`src/rtl/sram_like_pkg.sv`:
```
// Shared widths and response entry type for the CPU-port to SRAM adapter.
package sram_like_pkg;

   localparam int SRAM_LIKE_ADDR_W = 32;
   localparam int SRAM_LIKE_DATA_W = 32;
   localparam int SRAM_LIKE_STRB_W = SRAM_LIKE_DATA_W / 8;

   typedef struct packed {
      logic [SRAM_LIKE_DATA_W-1:0] data;
   } resp_entry_t;

   function automatic int strobe_width(input int data_w);
      return data_w / 8;
   endfunction

endpackage

```
`src/rtl/sram_like_adapter_resp_fifo.sv`:
```
// In-order response buffer; head data and status come straight from registers.
module resp_fifo #(
   parameter int DEPTH  = 4,
   parameter int DATA_W = 32
) (
   input  logic                      clk,
   input  logic                      resetn,
   input  logic                      push,
   input  logic                      pop,
   input  logic [DATA_W-1:0]         din,
   output logic [DATA_W-1:0]         dout,
   output logic [$clog2(DEPTH):0]    count,
   output logic                      empty,
   output logic                      full
);

   localparam int PTR_W = $clog2(DEPTH);

   logic [DATA_W-1:0] mem [DEPTH];
   logic [PTR_W-1:0]  wr_ptr;
   logic [PTR_W-1:0]  rd_ptr;
   logic              do_push;
   logic              do_pop;

   assign empty   = (count == '0);
   assign full    = (count == (PTR_W+1)'(DEPTH));
   assign do_push = push && !full;
   assign do_pop  = pop && !empty;
   assign dout    = mem[rd_ptr];

   // Pointers wrap naturally since DEPTH is a power of two.
   always_ff @(posedge clk or negedge resetn) begin
      if (!resetn) begin
         wr_ptr <= '0;
         rd_ptr <= '0;
         count  <= '0;
      end else begin
         if (do_push) wr_ptr <= wr_ptr + 1'b1;
         if (do_pop)  rd_ptr <= rd_ptr + 1'b1;
         case ({do_push, do_pop})
            2'b10:   count <= count + 1'b1;
            2'b01:   count <= count - 1'b1;
            default: count <= count;
         endcase
      end
   end

   always_ff @(posedge clk) begin
      if (do_push) mem[wr_ptr] <= din;
   end

endmodule

```
`src/rtl/sram_like_adapter.sv`:
```
// Bridges a req/addr_ok/data_ok CPU memory port onto a one-cycle-latency SRAM,
// keeping up to DEPTH requests outstanding with in-order responses.
module sram_like_adapter
   import sram_like_pkg::*;
#(
   parameter int DEPTH  = 4,
   parameter int ADDR_W = SRAM_LIKE_ADDR_W,
   parameter int DATA_W = SRAM_LIKE_DATA_W
) (
   input  logic                              clk,
   input  logic                              resetn,
   input  logic                              req,
   input  logic                              wr,
   input  logic [strobe_width(DATA_W)-1:0]   wstrb,
   input  logic [ADDR_W-1:0]                 addr,
   input  logic [DATA_W-1:0]                 wdata,
   output logic                              addr_ok,
   output logic                              data_ok,
   output logic [DATA_W-1:0]                 rdata,
   input  logic                              resp_ready,
   output logic                              sram_en,
   output logic [strobe_width(DATA_W)-1:0]   sram_we,
   output logic [ADDR_W-1:0]                 sram_addr,
   output logic [DATA_W-1:0]                 sram_wdata,
   input  logic [DATA_W-1:0]                 sram_rdata
);

   localparam int PTR_W = $clog2(DEPTH);

   logic              inflight;
   logic              inflight_wr;
   logic              accept;
   logic              fifo_push;
   logic              fifo_empty;
   logic              fifo_full;
   logic [PTR_W:0]    fifo_count;
   logic [PTR_W+1:0]  occupancy;
   logic [DATA_W-1:0] push_data;
   logic [DATA_W-1:0] head_data;

   // Occupancy counts the in-flight access so addr_ok never overcommits the FIFO.
   assign occupancy = {1'b0, fifo_count} + {{(PTR_W+1){1'b0}}, inflight};
   assign addr_ok   = resetn && (occupancy < (PTR_W+2)'(DEPTH));
   assign accept    = req && addr_ok;

   assign sram_en    = accept;
   assign sram_we    = (accept && wr) ? wstrb : '0;
   assign sram_addr  = accept ? addr  : '0;
   assign sram_wdata = accept ? wdata : '0;

   assign fifo_push = inflight && !fifo_full;
   assign push_data = inflight_wr ? '0 : sram_rdata;
   assign data_ok   = !fifo_empty;
   assign rdata     = fifo_empty ? '0 : head_data;

   // A reset drops any access in flight, so its SRAM data is never captured.
   always_ff @(posedge clk or negedge resetn) begin
      if (!resetn) begin
         inflight    <= 1'b0;
         inflight_wr <= 1'b0;
      end else begin
         inflight <= accept;
         if (accept) inflight_wr <= wr;
      end
   end

   resp_fifo #(
      .DEPTH  (DEPTH),
      .DATA_W (DATA_W)
   ) u_fifo (
      .clk    (clk),
      .resetn (resetn),
      .push   (fifo_push),
      .pop    (data_ok && resp_ready),
      .din    (push_data),
      .dout   (head_data),
      .count  (fifo_count),
      .empty  (fifo_empty),
      .full   (fifo_full)
   );

endmodule

```
`config.mk`:
```
export PLATFORM = sky130hd
export DESIGN_NAME = sram_like_adapter
export DESIGN_NICKNAME = d
export VERILOG_FILES = /design/src/rtl/sram_like_pkg.sv /design/src/rtl/sram_like_adapter_resp_fifo.sv /design/src/rtl/sram_like_adapter.sv
export SDC_FILE = /design/constraint.sdc
export NUM_CORES = 1
export LEC_CHECK = 0
export BUFFER_PORTS_ARGS = -buffer_cell sky130_fd_sc_hd__buf_2
export CAP_MARGIN = 15
export CELL_PAD_IN_SITES_DETAIL_PLACEMENT = 0
export CELL_PAD_IN_SITES_GLOBAL_PLACEMENT = 2
export CORE_ASPECT_RATIO = 0.8
export CORE_MARGIN = 2
export CORE_UTILIZATION = 34
export CTS_CLUSTER_DIAMETER = 60
export CTS_CLUSTER_SIZE = 12
export DETAILED_ROUTE_END_ITERATION = 8
export HOLD_SLACK_MARGIN = 0.02
export PLACE_DENSITY_LB_ADDON = 0.15
export SYNTH_ARGS = -nofsm -noshare
export SYNTH_HDL_FRONTEND = slang
export SYNTH_SLANG_ARGS = --single-unit
```
`constraint.sdc`:
```
create_clock -name clk -period 2.3 [get_ports clk]
set_input_delay 0.46 -clock clk [delete_from_list [all_inputs] [get_ports clk]]
set_output_delay 0.46 -clock clk [all_outputs]
set_load 0.03 [all_outputs]
```
---- After elaboration in Yosys (flattened, before gate mapping) ----
Memories as Yosys holds them, arrays and structs flattened.
Index checks and enable logic that the tools add are counted.
operators by class
  mux-type cells .......................... 8
  add/sub/neg operators ................... 5
  reduce and logical (&&, ||, !) cells .... 11
  eq/ne operators ......................... 3
  $mul .................................... 0
  divide/modulo/power cells ............... 0
  bitwise gates (word level) .............. 0
  shift operators ......................... 0
  $lt $le $gt $ge ......................... 1
operators with widths
  cell                   number
  $mux W32               4
  $logic_and A1 B1 Y1    7
  $pmux W3 S2            1
  $add A2 B1 Y2 const B  2
  $add A3 B1 Y4          1
  $lt A4 B3 Y1 const B   1
  $mux W4                1
  $add A3 B1 Y3 const B  1
  $eq A3 B3 Y1 const B   1
  $logic_not A3 Y1       1
  $sub A3 B1 Y3 const B  1
  $eq A2 B1 Y1 const B   1
  $eq A2 B2 Y1 const B   1
  $logic_not A1 Y1       2
  $mux W1                2
  $reduce_bool A2 Y1     1
word-level totals
  bits in read-only memories .............. 0
  input port bits ......................... 105
  output and inout port bits .............. 103
  bits in writable memories ............... 128
  bits in latches ......................... 0
  memories kept ........................... 1
  register bits ........................... 9
memories
  memory      words  width  read ports  clocked after memory_dff  write ports  RTL line                           RTL
  u_fifo.mem  4      32     1           0                         1            sram_like_adapter_resp_fifo.sv:19  logic [DATA_W-1:0] mem [DEPTH];

---- Depth between registers and ports, before layout ----
  depth after elaboration ................. 6
  depth in mapped cells ................... 9

---- By module ----
A second synthesis with hierarchy kept.
unflattened totals
  cells, all modules ...................... 360
  area total of the unflattened synthesis .. 6,110.9 um^2
by module, submodules not included
  module             seq. area each (um^2)  cells an instance  area an instance (um^2)  times used
  resp_fifo          4,018.9                205                5,091.1                  1
  sram_like_adapter  50.0                   155                1,019.7                  1

---- Worst setup path after synthesis ----
OpenSTA, ideal clock, no wires.
  kind .................................... flip-flop to flip-flop
  from .................................... reg u_fifo.count[1]
  to ...................................... mem u_fifo.mem[0][0], enable pin
  arrival ................................. 1.660 ns
  period minus slack after synthesis ...... 2.052 ns
  stages on the path, launching flop included .. 4
  required time ........................... 1.908 ns
  slack ................................... 0.248 ns
  buffers on the path ..................... 0
  cells stage by stage .................... dfrtp_1 inv_1 a31oi_2 and2_1
on the way
  cells in the longest elaborated chain, start to end .. 6
ends and longest elaborated chain
  element                          RTL line                                                    RTL
  start, declared                  sram_like_adapter_resp_fifo.sv:12                           output logic [$clog2(DEPTH):0] count,
  start signal, assigned           sram_like_adapter_resp_fifo.sv:41                           2'b10: count <= count + 1'b1;
  start signal, assigned           sram_like_adapter_resp_fifo.sv:42                           2'b01: count <= count - 1'b1;
  start signal, assigned           sram_like_adapter_resp_fifo.sv:43                           default: count <= count;
  $eq A3 B3 Y1 *                   sram_like_adapter_resp_fifo.sv:26                           assign full = (count == (PTR_W+1)'(DEPTH));
  $logic_not A1 Y1 *               sram_like_adapter_resp_fifo.sv:27, sram_like_adapter.sv:51
  $logic_and A1 B1 Y1              sram_like_adapter.sv:51                                     assign fifo_push = inflight && !fifo_full;
  $logic_and A1 B1 Y1 *            sram_like_adapter_resp_fifo.sv:27                           assign do_push = push && !full;
  $mux W1 *                        sram_like_adapter_resp_fifo.sv:49                           if (do_push) mem[wr_ptr] <= din;
  $mux W1 (implied by the code) *  sram_like_adapter_resp_fifo.sv:49
  end, declared                    sram_like_adapter_resp_fifo.sv:19
Every way passes the cells marked *; elsewhere a longest branch is shown, timed or not.

---- Final worst setup path ----
  from .................................... reg u_fifo.rd_ptr[0]
  to ...................................... out rdata[25]
on the way
  cells in the longest elaborated chain, start to end .. 2
ends and longest elaborated chain
  element                 RTL line                           RTL
  start, declared         sram_like_adapter_resp_fifo.sv:21  logic [PTR_W-1:0] rd_ptr;
  start signal, assigned  sram_like_adapter_resp_fifo.sv:39  if (do_pop) rd_ptr <= rd_ptr + 1'b1;
  $mem_v2 Z4 W32          n/a
  $mux W32                sram_like_adapter.sv:54            assign rdata = fifo_empty ? '0 : head_data;
  end, declared           sram_like_adapter.sv:19            output logic [DATA_W-1:0] rdata,
Every way passes these cells.

==> impl_results.md <==
* Run status: finished, violations left
* Failing checks: negative setup slack
* Maximum number of pins on one net before global-route repair at 34
* Area of the die at 0.0189 mm²
* Clock tree from TritonCTS: built
* Area of the core at between 0.015 and 0.02 mm²
* Area post-placement at roughly 0.0074 mm²
* Final setup violation count at 70
* Port Buffer Count at approximately 210
* Cts bufs inserted at 17
* Flop2flop setup slack at ~0.26 ns
* Final antenna diode count at 0
* Summed instance area of the synthesized netlist at 0.00605 mm²
* Synthesis-to-layout area growth at 52.3%
* Cell-by-cell trace of the critical path: buf_12, mux4_2, and2_4, buf_6
* Avg Cell Area, Syn at 16.9 µm²
* Maximum Capacitance Violations at 0
* Total GRT Usage at around 16%
* Total non-filler cell area in the finished layout at between 0.009 and 0.01 mm²
* PnR worst setup slack at -0.0724 ns
* Chip width at between 150 and 200 µm
* Storage cell area at around 0.0041 mm²
* Data arrival at the endpoint of the critical path at approximately 1.9 ns
* Global-route wire length before repair at 22.2 mm
* Max-slew violation count at 0
* Final clock skew at 0.00768 ns
* Share of the yosys chip area belonging to registers at 67.3%
* Cell chosen for the clock root: clkbuf_16
* Slowest stage cell on the critical path: mux4_2
* Avg Vias per Cell at about 4.6
* Longest Clk Path Bufs at 2
* F_max at about 0.42 GHz
* Max incr delay on CP at between 0.5 and 0.6 ns
* Unrepaired setup endpoints after global routing: true
* Headroom to the max-slew limit at roughly 47%
* Top cells by area, synth: edfxtp_1, mux4_2, and2_1, dfrtp_1, nor2b_1
* Flops & latches, synth at 137
* Starting density of the core at a little over a third
* Mapped Nets at 470
* Multi-input logic area at 0.00209 mm²
* Worst path required time at between 1.5 and 2 ns
* H-tree levels at 4
* Nature of the critical path endpoint: output pin
* Worst min-delay path category: in -> reg
* Area share of the largest cell type after synthesis at between 60% and 70%
* Startpoint type of the worst setup path: flop
* Sum of routed wire length over all layers at 16.4 mm
* Detailed Place HPWL at 9.95 mm
* Total Nets Final at approximately 710
* CTS clock-pin slew for the worst setup and hold paths at 0.06 ns
* Clock network latency to the later pin of the worst-skew pair at around 0.4 ns
* Worst slack on hold paths at around 0.33 ns
* Y dimension of the die at 123 µm
* Power density normalized to cell area at approximately 1200 mW/mm²
* Number of antenna violations at the first check in global routing at 0
* Number of design rule violations left after detail routing at 0
* Via count at about 3900
* First-pass iteration count of the detailed router at 4
* Post-synth top area cell: edfxtp_1
* Via count of the first global-routing pass at about 3900
* Static Leakage at about 0.0037 µW
* WL/cell at between 15 and 20 µm
* Clock Sink Count at between 100 and 150
* Yosys synthesis warning count at 0
* Start point of the critical path: u_fifo.rd_ptr[0]
* FF-to-FF Start: u_fifo.count[2]
* Total grt overflow at 0
* Layout cells sized above 1 at between 60% and 70%
* Critical path start-end classification: reg -> out
* Maximum fanout along the worst path at 7
* DRT antenna net count at 0
* Final critical delay including setup and external delays at approximately 2.4 ns
* Number of fill cells in the layout at approximately 1500
* IR Drop Worst-Case VDD at between 700 and 800 µV
* FP Rows at 43
* Slew of the pin with the lowest slew margin at approximately 0.8 ns
* Hold path startpoint: resp_ready
* Post-synthesis instance total at roughly 360
* Post-route clock period utilization at 103%
* Global placer's final weighted congestion at around 0.67
* Ports placed on the boundary at between 200 and 250
* Fin. Hold Viols at 0
* Number of violations reported at the end of detailed-routing iteration 0 at 168
* Distinct cells, synth at 28
## flip-flops by register name (all words and copies together) (netlist names)
name and count:
inflight 1, u_fifo.rd_ptr 2, u_fifo.mem 128, u_fifo.count 3
inflight_wr 1, u_fifo.wr_ptr 2
## layer usage
metal	wire length (µm)	track usage, %	vias to the layer above
li1	-	-	1799
met1	7440	22.9	2009
met2	8330	24.3	73
met3	473	3.08	12
met4	140	5.21	0
met5	0	0	-
## worst max-delay path: cells and delay by family (launching register included)
family | cells | cell delay [ns]
buffers and inverters | 2 | 0.31
DFF | 1 | 0.48
and+or+nand+nor | 1 | 0.17
muxes | 1 | 0.55
## synth_stat cells (all sizes together)
cell      n
fa        1
ha        5
mux2      2
dfrtp     9
inv       8
nor2b    32
or3       1
clkbuf   12
nand2b    1
a311oi    1
o21ai     1
a31oi     2
buf      10
nand2     1
mux4     32
nand3     1
and3      4
and2    101
xnor2     3
edfxtp  128
nor2      1
xor2      3
## final timing paths
kind,endpoint,depth (start not counted)
max in group asynchronous,u_fifo.rd_ptr[0],3
worst max register to register,u_fifo.count[1],7
worst min-delay path,u_fifo.rd_ptr[1],3
worst min register to register,u_fifo.count[2],2
worst max-delay path,rdata[25],4
min in group asynchronous,u_fifo.count[1],3
## power by group
group / switching, µW / internal (µW) / total (µW)
Clock: 1020 / 1600 / 2610
Sequential: 249 / 3170 / 3420
Combinational: 2600 / 2690 / 5290
## area by class of cell
class,count,share of cell area (%)
Sequential cell,137,44.2
Timing Repair Buffer,244,23.5
Multi-Input combinational cell,192,22.7
Clock buffer,17,4.62
Tap cell,225,3.06
Clock inverter,15,1.60
Inverter,8,0.326
## metrics by stage
| step | utilization (%) | cells | setup TNS (ns) | setup WS [ns] | total power [µW] |
|---|---|---|---|---|---|
| 6_report | 53.0 | 838 | -2.08 | -0.0724 | 11300 |
| 4_1_cts | 48.8 | 826 | -1.76 | -0.110 | 11100 |
| 3_5_place_dp | 42.7 | 785 | 0 | 0.260 | 7340 |
| 2_1_floorplan | - | 359 | 0 | 0.248 | 6160 |
| 5_1_grt | 53.0 | 838 | -7.55 | -0.133 | 11800 |
| 3_3_place_gp | 42.7 | 785 | 0 | 0.306 | 7310 |
## logic make-up (layout without fill, tap and decap cells)
| group | after synthesis | count (layout) | synth area share (%) |
|---|---|---|---|
| and+or+nand+nor | 142 | 142 | 14.7 |
| AOI/OAI and AO/OA | 4 | 4 | 0.827 |
| muxes | 34 | 34 | 12.3 |
| xor gates and xnor gates | 6 | 6 | 0.869 |
| buffers and inverters | 30 | 284 | 2.65 |
| DFF | 137 | 137 | 67.3 |
| adders and majority gates | 6 | 6 | 1.37 |
## timing repair
item | 4_1_cts | 5_1_grt
gates cloned | 4 | 9
hold buffers | 1 | 0
setup endpoints to repair | 100 | 98
endpoints found under the hold margin | 9 | 0
resized for setup | 130 | 230
pin swaps | 1 | 60
setup buffers | 4 | 4
## cell usage in the layout (no fill, tap or decap), drive strengths merged
master,netlist,final
buf,10,238
edfxtp,128,128
and2,101,101
mux4,32,32
nor2b,32,32
clkbuf,12,22
inv,8,13
dfrtp,9,9
clkinv,0,7
ha,5,5
and3,4,4
xnor2,3,3
xor2,3,3
bufinv,0,2
a31oi,2,2
mux2,2,2
or3,1,1
nand2b,1,1
a311oi,1,1
nand2,1,1
o21ai,1,1
nand3,1,1
nor2,1,1
fa,1,1
clkinvlp,0,1
dlygate4sd3,0,1
Power figures use the tool's default switching activity.
